--- config.mk ---
export PLATFORM = sky130hd
export DESIGN_NAME = memory_arbiter
export DESIGN_NICKNAME = d
export VERILOG_FILES = /design/src/rtl/memory_arbiter.sv
export SDC_FILE = /design/constraint.sdc
export NUM_CORES = 1
export LEC_CHECK = 0
export CORE_AREA = 2 2 105 107
export CTS_CLUSTER_SIZE = 20
export DETAILED_ROUTE_END_ITERATION = 8
export DIE_AREA = 0 0 107 109
export DONT_BUFFER_PORTS = 1
export GPL_ROUTABILITY_DRIVEN = 0
export GPL_TIMING_DRIVEN = 1
export HOLD_SLACK_MARGIN = 0.02
export PLACE_DENSITY = 0.69
export SLEW_MARGIN = 20
export SYNTH_ARGS = -nofsm -noshare
export SYNTH_HDL_FRONTEND = slang
export SYNTH_SLANG_ARGS = --single-unit
--- constraint.sdc ---
create_clock -name clk -period 4.05 [get_ports clk]
set_clock_uncertainty 0.05 [all_clocks]
set_input_delay 1.215 -clock clk [delete_from_list [all_inputs] [get_ports clk]]
set_output_delay 1.215 -clock clk [all_outputs]
set_load 0.01 [all_outputs]
--- src/rtl/memory_arbiter.sv ---
// memory_arbiter: shares one Memory between the fetch port and the load/store port.
// Define ARBITER_ROUND_ROBIN_EN for round-robin; otherwise data port has fixed priority.
module memory_arbiter #(
  parameter int ADDR_WIDTH = 32,
  parameter int DATA_WIDTH = 32
) (
  input  logic                  clk,
  input  logic                  reset,
  input  logic                  i_read,
  input  logic [ADDR_WIDTH-1:0] i_address,
  output logic                  i_response,
  output logic [DATA_WIDTH-1:0] i_read_data,
  input  logic                  d_read,
  input  logic                  d_write,
  input  logic [2:0]            d_option,
  input  logic [ADDR_WIDTH-1:0] d_address,
  input  logic [DATA_WIDTH-1:0] d_write_data,
  output logic                  d_response,
  output logic [DATA_WIDTH-1:0] d_read_data,
  output logic                  mem_read,
  output logic                  mem_write,
  output logic [2:0]            mem_option,
  output logic [ADDR_WIDTH-1:0] mem_address,
  output logic [DATA_WIDTH-1:0] mem_write_data,
  input  logic                  mem_response,
  input  logic [DATA_WIDTH-1:0] mem_read_data
);
  typedef enum logic [1:0] {IDLE, ACCESS, DONE} state_t;
  localparam logic GNT_I = 1'b0;
  localparam logic GNT_D = 1'b1;

  state_t                state_q, state_d;
  logic                  grant_q, grant_d;
  logic                  last_grant_q, last_grant_d;
  logic                  cmd_read_q, cmd_read_d;
  logic                  cmd_write_q, cmd_write_d;
  logic [2:0]            cmd_option_q, cmd_option_d;
  logic [ADDR_WIDTH-1:0] cmd_addr_q, cmd_addr_d;
  logic [DATA_WIDTH-1:0] cmd_wdata_q, cmd_wdata_d;
  logic [DATA_WIDTH-1:0] i_rdata_q, i_rdata_d;
  logic [DATA_WIDTH-1:0] d_rdata_q, d_rdata_d;

  logic i_req;
  logic d_req;
  logic win_d;
  logic access;

  assign i_req = i_read;
  assign d_req = d_read | d_write;

`ifdef ARBITER_ROUND_ROBIN_EN
  assign win_d = d_req & (~i_req | (last_grant_q == GNT_I));
`else
  logic unused_last_grant;
  assign win_d = d_req;
  assign unused_last_grant = last_grant_q;
`endif

  always_comb begin
    state_d      = state_q;
    grant_d      = grant_q;
    last_grant_d = last_grant_q;
    cmd_read_d   = cmd_read_q;
    cmd_write_d  = cmd_write_q;
    cmd_option_d = cmd_option_q;
    cmd_addr_d   = cmd_addr_q;
    cmd_wdata_d  = cmd_wdata_q;
    i_rdata_d    = i_rdata_q;
    d_rdata_d    = d_rdata_q;
    unique case (state_q)
      IDLE: begin
        if (i_req | d_req) begin
          state_d = ACCESS;
          if (win_d) begin
            grant_d      = GNT_D;
            cmd_read_d   = d_read & ~d_write;
            cmd_write_d  = d_write;
            cmd_option_d = d_option;
            cmd_addr_d   = d_address;
            cmd_wdata_d  = d_write_data;
          end else begin
            grant_d      = GNT_I;
            cmd_read_d   = 1'b1;
            cmd_write_d  = 1'b0;
            cmd_option_d = 3'b010;
            cmd_addr_d   = i_address;
            cmd_wdata_d  = '0;
          end
        end
      end
      ACCESS: begin
        if (mem_response) begin
          state_d = DONE;
          if (grant_q == GNT_D) d_rdata_d = mem_read_data;
          else                  i_rdata_d = mem_read_data;
        end
      end
      DONE: begin
        last_grant_d = grant_q;
        state_d      = IDLE;
      end
      default: state_d = IDLE;
    endcase
  end

  always_ff @(posedge clk) begin
    if (reset) begin
      state_q      <= IDLE;
      grant_q      <= GNT_I;
      last_grant_q <= GNT_I;
      cmd_read_q   <= 1'b0;
      cmd_write_q  <= 1'b0;
      cmd_option_q <= '0;
      cmd_addr_q   <= '0;
      cmd_wdata_q  <= '0;
      i_rdata_q    <= '0;
      d_rdata_q    <= '0;
    end else begin
      state_q      <= state_d;
      grant_q      <= grant_d;
      last_grant_q <= last_grant_d;
      cmd_read_q   <= cmd_read_d;
      cmd_write_q  <= cmd_write_d;
      cmd_option_q <= cmd_option_d;
      cmd_addr_q   <= cmd_addr_d;
      cmd_wdata_q  <= cmd_wdata_d;
      i_rdata_q    <= i_rdata_d;
      d_rdata_q    <= d_rdata_d;
    end
  end

  // Reset kills the command immediately so an aborted store never reaches Memory.
  assign access = (state_q == ACCESS) & ~reset;

  assign mem_read       = access & (cmd_read_q | cmd_write_q);
  assign mem_write      = access & cmd_write_q;
  assign mem_option     = access ? cmd_option_q : '0;
  assign mem_address    = access ? cmd_addr_q : '0;
  assign mem_write_data = access ? cmd_wdata_q : '0;

  assign i_response  = (state_q == DONE) & (grant_q == GNT_I);
  assign d_response  = (state_q == DONE) & (grant_q == GNT_D);
  assign i_read_data = i_rdata_q;
  assign d_read_data = d_rdata_q;
endmodule
==> Word-level counts from Yosys, hierarchy flattened <==
Index checks and enable logic that the tools add are counted.
{ "op_classes": {"addsub": 0, "n_mul": 0, "n_div": 0, "order_cmp": 0, "eq_ne": 4, "n_shift": 0, "n_mux": 12, "bitwise": 12, "reduce_logical": 5} }
{ "ops": {"columns": ["cell", "n"], "rows": [
  ["two-way mux 32 bit", 4],
  ["AND 1 bit", 6],
  ["two-way mux 3 bit", 2],
  ["AND reduction 3 bit", 2],
  ["two-way mux 2 bit", 2],
  ["!= test 2 bit, second input constant", 2],
  ["one-hot mux 2 bit (2 select lines)", 1],
  ["AND reduction 2 bit", 2],
  ["two-way mux 1 bit", 3],
  ["NOT 1 bit", 3],
  ["OR 1 bit", 3],
  ["equality test 2 x 1 -> 1 bit, second input constant", 1],
  ["equality test 2 bit, second input constant", 1],
  ["zero test 2 bit", 1]
]} }
{ "totals": {"ff_bits": 136, "latchBits": 0, "mem_bits_rw": 0, "rom_bits": 0, "inputBits": 137, "out_inout_bits": 135, "n_memories": 0} }

==> Logic depth before layout (Yosys ltp) <==
Gate-level depths: netlist (run 1).
{ "depth": {"word_depth": 4, "depth_mapped": 7, "mapped_depth_nobuf": 3} }

==> Worst setup path before layout (run 1) <==
Ideal clock, no wire load.
{ "synth_timing": {"path_type": "input to output", "from": "input reset", "to": "output mem_write_data[22]", "arrival_ns": 2.088, "t_required_ns": 2.785, "setup_slack_ns": 0.697, "cell_stages": 3, "cell_sequence": "nor3b_1 clkbuf_1 and2_1"} }
{ "synth_between": {"elab_chain_len": 3} }
{ "synth_rtl": {"columns": ["element", "line_no", "source"], "rows": [
  ["from (decl)", "8", "input logic reset,"],
  ["NOT 1 bit", "133", "assign access = (state_q == ACCESS) & ~reset;"],
  ["AND 1 bit", "133", null],
  ["two-way mux 32 bit", "139", "assign mem_write_data = access ? cmd_wdata_q : '0;"],
  ["to (decl)", "24", "output logic [DATA_WIDTH-1:0] mem_write_data,"]
]} }
No other way between the ends.

==> Worst setup path in the final report (run 1) <==
{ "layout_timing": {"from": "input reset", "to": "output mem_write_data[2]"} }
The elaborated chain is that of the path after synthesis.

==> reports/results.tsv, run 1 <==
metric	value	unit
cts_max_path_buffers	2	
wl	14000	um
cp-end-kind	output pin	
antenna_found_initial	0	
row_count	38	
cts_sinks	136	
total_power	3220	uW
power_density	521	nW/um^2
combPwrFrac	8.7	%
setup-tns-final	0	ns
cts_tree	done	
p_seq_share	46.4	%
period_share	86.5	%
crit_fanout	103	
post_cts_buffers	0	
min_to	cmd_wdata_q[16]	
crit_required	2.78	ns
drive_gt1_share	12.3	%
hold_violations	0	
clk_pin_slew_worst_paths	0.06	ns
path_class	in -> out	
worstHoldStart	cmd_wdata_q[16]	
power.share.switching	24.8	%
status	finished, final reports clean	
grt_overflow_total	0	
ir_drop	0.248	mV
die-area	11700	um^2
drc	0	
grt_max_degree	104	
firstDrtPassIters	5	
hold_path_class	reg -> reg	
dr_total_vias	4461	
leakage	0.00217	uW
cts_root_buf	clkbuf_8	
grt_setup_unrepaired	no	
synth.distinct_cells	30	
final_common_cell	nand2_1	
start_kind	input pin	
final_util	58.3	%
worst_slew_pin_slew	0.529	ns
hpwlAfterDp	9440	um
ys.warnings.count	0	
cts_resized	0	
synth-seq-cells	136	
cp.arrival	2.24	ns
wl_per_cell	18.3	um
holdBufCountCts	0	
worstSkewPairLatency	0.51	ns
p_sw	800	uW
numCtsBuffers	17	
die_h	109	um
port_buffers	0	
via_per_inst	5.82	
setup_violations	0	
worstRegToRegCells	5	
final_cell_mix	nand2_1, dfxtp_1, a21oi_1	
r2r_slack	2.30	ns
syn-instance-count	648	
p_int	2430	uW
whs	0.416	ns
r2r-end	cmd_wdata_q[29]	
area_growth	9.94	%
slew-limit-headroom	64.7	%
dp_slack	0.623	ns
drt_iter0_markers	354	
num_antenna_cells	0	
ant_nets	0	
io_pins	272	
grt_pass1_wl	21000	um
core-area	10600	um^2
start_util	53.1	%
whs_path_depth	1	
yosysSeqAreaShare	48.4	%
layout_setup_ws	0.546	ns
syn_avg_cell_area	8.68	um^2
syn_nets	785	
max_freq	0.285	GHz
clkPwrFrac	45.0	%
grt_pass1_vias	4156	
rr_startpoint	state_q[1]	
finalMaxSlewViolations	0	
fin_nets	751	
grt_usage	23.1	%
netlist_area	5630	um^2
final.min_clock_period	3.50	ns
maxCapViolations	0	
die_w	107	um
ctsHtreeMaxLevel	4	
## routing by layer
| metal | up-vias | routed length, um | share of wire [%] | track usage [%] |
|---|---|---|---|---|
| li1 | 2163 | - | - | - |
| met1 | 2054 | 5390 | 38 | 26.8 |
| met2 | 227 | 7110 | 51 | 39.2 |
| met3 | 17 | 1300 | 9.3 | 7.59 |
| met4 | 0 | 214 | 1.5 | 9.55 |
| met5 | - | 0 | 0 | 0 |
## how the worst max path moves through the flow
stage / slack (ns) / end / depth (start not counted) / start
2_1_floorplan: 0.70 / mem_write_data[22] / 3 / reset
3_3_place_gp: 0.73 / mem_write_data[19] / 3 / reset
3_5_place_dp: 0.62 / mem_write_data[20] / 3 / reset
4_1_cts: 0.62 / mem_write_data[20] / 3 / reset
5_1_grt: 0.56 / mem_write_data[6] / 3 / reset
6_report: 0.55 / mem_write_data[2] / 3 / reset
## power by group through the flow
stage	Clock (uW)	Combinational, uW	Sequential (uW)
floorplan	0	273	1500
global placement	0	269	1520
detailed placement	0	281	1520
CTS	1480	282	1500
global route	1550	308	1510
finish	1450	279	1490
## area by class of cell
class	count	area (um^2)
fill	926	4420
sequential	136	2720
multi-input combinational	448	2650
clock buffer	19	422
tap	140	175
clock inverter	13	143
timing repair buffer	10	75.1
inverter	1	3.75
## flip-flops by register name, indices dropped and copies added, names as in the netlist
register      cells
cmd_addr_q       32
cmd_option_q      3
cmd_read_q        1
cmd_wdata_q      32
cmd_write_q       1
d_read_data      32
grant_q           1
i_read_data      32
state_q           2
## critical path, stage by stage
cell and delay (ns):
nor3b_2 0.20, buf_4 0.44, and2_1 0.26
## kinds of logic (layout without fill, tap and decap cells)
group | count (synthesis) | after routing | synth area share, %
flops | 136 | 136 | 48.4
buf+inv | 64 | 43 | 5.20
compound gates | 204 | 204 | 26.1
simple gates | 244 | 244 | 20.3
## metrics by stage
stage / instances / cell area (um^2)
6_report: 767 / 6190
3_3_place_gp: 735 / 5620
3_5_place_dp: 735 / 5620
5_1_grt: 767 / 6190
2_1_floorplan: 648 / 5630
4_1_cts: 767 / 6190
## Yosys cell counts (all sizes together)
cell	instances	area, um^2
nand3	1	5.00
a311oi	32	455
inv	1	3.75
nor4bb	1	10.0
nand4b	1	8.76
dfxtp	136	2720
and2	70	440
nor4	1	12.5
and4b	1	10.0
buf	13	101
nand4bb	1	11.3
or3	1	6.26
a21bo	1	10.0
a22o	34	298
nor2	3	11.3
nor3b	2	15.0
clkbuf	50	188
o21a	2	15.0
o21ai	34	170
a2111oi	1	8.76
nand2	161	604
o221a	1	11.3
a21oi	99	499
and3b	1	8.76
(Power assumes the default switching activity.)
==> run 2, diff against run 1 <==
ABC_AREA = 1   (was unset)
CORE_AREA = 2 2 106 108   (was 2 2 105 107)
DIE_AREA = 0 0 108 110   (was 0 0 107 109)
PLACE_DENSITY = 0.72   (was 0.69)
==> run 2 against run 1 <==
  * Clock power is essentially flat
  * Sequential power grew 4%
  * Critical path depth grew 1
  * Worst hold slack gained 0.0083 ns
  * Worst setup slack gained 0.39 ns
  * Power grew 8.8%
  * Combinational power grew 77%
  * Non-clock buffer count grew 20
==> reports/results.tsv, run 2 <==
metric	value	unit
yosys-top-cells-count	nor2_1, nand2_1, dfxtp_1	
grt_setup_unrepaired	no	
synth_fa_ha_area_share	0	%
layout_setup_ws	0.932	ns
start_kind	input pin	
ctsHtreeMaxLevel	4	
async_flop_share	0	%
grt_overflow_total	0	
clk_pin_slew_worst_paths	0.06	ns
path_class	in -> out	
slowest_stage	nor2_1	
syn-instance-count	950	
final.min_clock_period	3.12	ns
core-area	10700	um^2
row_count	38	
postLayoutCellArea	6740	um^2
setup-tns-final	0	ns
cts_resized	0	
synth-edff-count	0	
yosysSeqAreaShare	44.9	%
cts_tree	done	
synth-seq-cells	136	
cp-end-kind	output pin	
final_cell_mix	nor2_1, nand2_1, dfxtp_1	
via_per_inst	4.90	
grt_max_degree	99	
cts_sinks	136	
holdBufCountCts	0	
hpwlAfterDp	9990	um
synth_top_family_by_area	simple AND/OR/NAND/NOR gates	
wl_per_cell	13.4	um
cp_slowest_stage_delay	0.25	ns
dp_slack	0.938	ns
syn_nets	1087	
total_power	3510	uW
antenna_found_initial	0	
startpoint	reset	
grt_pass1_vias	4722	
synth.most_common_cell	nor2_1	
firstDrtPassIters	4	
io_pins	272	
fin_nets	1079	
wl_met2	6980	um
numCtsBuffers	17	
setup_violations	0	
synth_compound_area_share	5.79	%
dpl-instance-area	6170	um^2
start_util	56.7	%
max_freq	0.321	GHz
final_common_cell	nor2_1	
cts_max_path_buffers	2	
maxCapViolations	0	
netlist_area	6070	um^2
ir_drop	0.292	mV
grt_pass1_wl	22500	um
crit_required	2.78	ns
wl	14700	um
synth_area_leaders	dfxtp_1, nor2_1, nand2_1	
m1WireLength	6080	um
yosys.area_share.simple	37.4	%
finalMaxSlewViolations	0	
yosys.area.top_type	dfxtp_1	
post_cts_buffers	0	
port_buffers	0	
synth_top_cell_area_share	44.9	%
crit_chain	inv_2 -> nand3_2 -> buf_12 -> nor2_1	
ant_nets	0	
hold_path_class	reg -> reg	
cts_root_buf	clkbuf_8	
highest_layer	met4	
synth_flop_cell	dfxtp_1	
worstHoldStart	cmd_wdata_q[27]	
power_density	521	nW/um^2
worst_slew_pin_slew	0.933	ns
crit_fanout	70	
muxShareOfSynthArea	0	%
synth.distinct_cells	19	
drive_gt1_share	7.64	%
die-area	11900	um^2
synth-xor-area-share	0	%
cp.arrival	1.85	ns
grt_usage	24.0	%
status	finished, final reports clean	
met3_length	1320	um
drt_iter0_markers	347	
die_h	110	um
worstSkewPairLatency	0.51	ns
slew-limit-headroom	37.8	%
rr_startpoint	state_q[0]	
num_antenna_cells	0	
ys.warnings.count	0	
dr_total_vias	5366	
leakage	0.00315	uW
drc	0	
area_growth	11.0	%
die_w	108	um
period_share	77.0	%
hold_violations	0	
syn_avg_cell_area	6.39	um^2
-- run 2: cell count changes after synthesis, sizes merged, moves of 37 or more --
| cell | change |
|---|---|
| nor2 | +268 |
| inv | +107 |
| nand2 | +106 |
| and2 | -70 |
| a21oi | -63 |
| nand3 | +37 |
-- run 2: cells by family (layout without fill, tap and decap cells) --
family / count (synthesis) / in the layout
buffers and inverters: 165 / 170
AO/OA/AOI/OAI: 70 / 70
flip-flops: 136 / 136
AND/OR/NAND/NOR: 579 / 579
-- run 2: metrics by stage --
| step | util, % | hold WS [ns] | cells |
|---|---|---|---|
| detailed placement | 57.7 | 0.416 | 1063 |
| CTS | 63.0 | 0.426 | 1095 |
| global placement | 57.7 | 0.414 | 1063 |
| finish | 63.0 | 0.424 | 1095 |
| global route | 63.0 | 0.439 | 1095 |
| floorplan | - | 0.404 | 950 |
-- run 2: final timing paths --
path | endpoint | slack, ns | cells past startpoint
setup / recovery | mem_address[1] | 0.93 | 4
hold / removal | cmd_wdata_q[27] | 0.42 | 2
setup reg to reg | i_read_data[24] | 1.95 | 6
hold reg to reg | cmd_wdata_q[27] | 0.42 | 2
-- run 2: routing by layer --
layer | vias to the layer above | GRT usage, %
li1 | 2809 | -
met1 | 2329 | 29.0
met2 | 202 | 39.9
met3 | 26 | 8.17
met4 | 0 | 8.88
met5 | - | 0
-- run 2: layout make-up --
class / instances / area [um^2]
fill: 1068 / 3960
sequential: 136 / 2720
multi-input combinational: 649 / 2630
clock buffer: 18 / 418
inverter: 108 / 405
timing repair buffer: 30 / 238
tap: 140 / 175
clock inverter: 14 / 148
-- run 2: worst max-delay path, delay by kind of cell --
kind	cells	cell delay [ns]
and+or+nand+nor	2	0.34
buffers and inverters	2	0.25
-- run 2: where the power goes --
group | total [uW] | switching [uW] | leakage (uW) | internal [uW]
registers | 1550 | 86.0 | 0.00112 | 1460
clock network | 1470 | 588 | 0.000276 | 880
logic | 493 | 332 | 0.00175 | 161
total | 3510 | 1010 | 0.00315 | 2500
==> run 3, diff against run 2 <==
CORE_AREA = 2 2 105 107   (was 2 2 106 108)
DIE_AREA = 0 0 107 109   (was 0 0 108 110)
PLACE_DENSITY = 0.73   (was 0.72)
clock period = 3 ns   (was 4.05 ns; I/O delays follow)
==> run 3 against run 2 <==
  * Clock-buffer cell count is the same
  * Critical path type is now reg -> out
  * Power up 34%
  * Die area down 1.8%
  * Highest routed layer unchanged
  * Non-clock buffer count increased by 9
  * Worst setup slack got worse by 0.61 ns
==> reports/results.tsv, run 3 (synthesis results as in run 2) <==
metric	value	unit
cts_tree	done	
p_sw	1380	uW
antenna_found_initial	0	
clkPwrFrac	41.2	%
power.share.switching	29.4	%
path_class	reg -> out	
holdBufCountCts	0	
wl	14600	um
die_h	109	um
fillers	996	
cts_max_path_buffers	2	
final_common_cell	nor2_1	
worstSkewPairLatency	0.52	ns
area_growth	12.1	%
ir_drop	0.335	mV
dr_total_vias	5401	
cpMostUsedCell	buf_4	
clk_pin_slew_worst_paths	0.06	ns
cp-end-kind	output pin	
grt_setup_unrepaired	no	
post_cts_buffers	0	
whs	0.395	ns
worstHoldStart	reset	
grt_pass1_wl	22400	um
period_share	89.2	%
hold_path_class	in -> reg	
hpwlAfterDp	9920	um
m1WireLength	6030	um
drc	0	
setup_violations	0	
numCtsBuffers	17	
slew-limit-headroom	40.1	%
start_util	57.2	%
drt_iter0_markers	310	
drive_gt1_share	8.51	%
final.min_clock_period	2.68	ns
leakage	0.00318	uW
setup-tns-final	0	ns
p_seq_share	44.5	%
wl_met2	7050	um
die-area	11700	um^2
grt_max_degree	99	
core-area	10600	um^2
p_int	3320	uW
finalMaxSlewViolations	0	
ctsHtreeMaxLevel	4	
crit_family	flip-flops	
crit_required	2.05	ns
cts_root_buf	clkbuf_8	
via_per_inst	4.89	
critPathBufInv	2	
firstDrtPassIters	5	
die_w	107	um
num_antenna_cells	0	
fin_nets	1088	
grt_overflow_total	0	
ant_nets	0	
cts_sinks	136	
multiInputGateArea	2630	um^2
regArea	2720	um^2
row_count	38	
rr_startpoint	state_q[0]	
dp_slack	0.486	ns
io_pins	272	
cts_resized	0	
port_buffers	0	
worst_slew_pin_slew	0.898	ns
cp.arrival	1.73	ns
power_density	690	nW/um^2
wl_per_cell	13.2	um
slowest_stage	dfxtp_1	
start_kind	register	
hold_violations	0	
maxCapViolations	0	
startpoint	state_q[0]	
status	finished, final reports clean	
highest_layer	met4	
crit_chain	nand3_2 -> buf_4 -> nor2_1 -> buf_4	
crit_fanout	30	
layout_setup_ws	0.324	ns
final_cell_mix	nor2_1, nand2_1, dfxtp_1	
grt_usage	24.4	%
max_freq	0.374	GHz
combPwrFrac	14.3	%
grt_pass1_vias	4740	
cp_slowest_stage_delay	0.53	ns
met3_length	1280	um
-- run 3: final cells by class --
type	count	share of cell area [%]
Multi-Input combinational cell	649	38.6
Timing Repair Buffer	39	4.67
Sequential cell	136	40.0
Clock buffer	18	6.14
Tap cell	140	2.57
Inverter	108	5.96
Clock inverter	14	2.02
-- run 3: worst paths after layout --
path	endpoint	slack, ns	cells past startpoint
max	mem_write	0.32	4
min	cmd_wdata_q[29]	0.40	1
max reg2reg	i_read_data[14]	1.27	6
min reg2reg	cmd_wdata_q[16]	0.42	2
-- run 3: metal layers --
| metal | vias to the layer above | global-route usage, % |
|---|---|---|
| met1 | 2341 | 28.8 |
| met3 | 28 | 8.61 |
| met2 | 208 | 40.5 |
| met4 | 0 | 9.93 |
| li1 | 2824 | - |
| met5 | - | 0 |
-- run 3: metrics by stage --
stage | utilization [%] | std cells | area [um^2] | total power, uW
floorplan | - | 950 | 6070 | 2690
global placement | 58.9 | 1072 | 6250 | 2790
CTS | 64.2 | 1104 | 6810 | 4740
global route | 64.2 | 1104 | 6810 | 4960
detailed placement | 58.9 | 1072 | 6250 | 2800
finish | 64.2 | 1104 | 6810 | 4700
-- run 3: worst reg2reg max path: stages, from the launching register on --
cell and delay (ns):
dfxtp_1 0.53, nand3_2 0.17, nor2_4 0.37, buf_12 0.27, nand2_1 0.11, nand2_1 0.07, nor2_1 0.05
-- run 3: power by group through the flow --
| stage | sequential [uW] | combinational [uW] | clock [uW] |
|---|---|---|---|
| 5_1_grt | 2110 | 782 | 2070 |
| 2_1_floorplan | 2100 | 588 | 0 |
| 3_3_place_gp | 2130 | 664 | 0 |
| 6_report | 2090 | 670 | 1940 |
| 4_1_cts | 2090 | 677 | 1970 |
| 3_5_place_dp | 2130 | 670 | 0 |
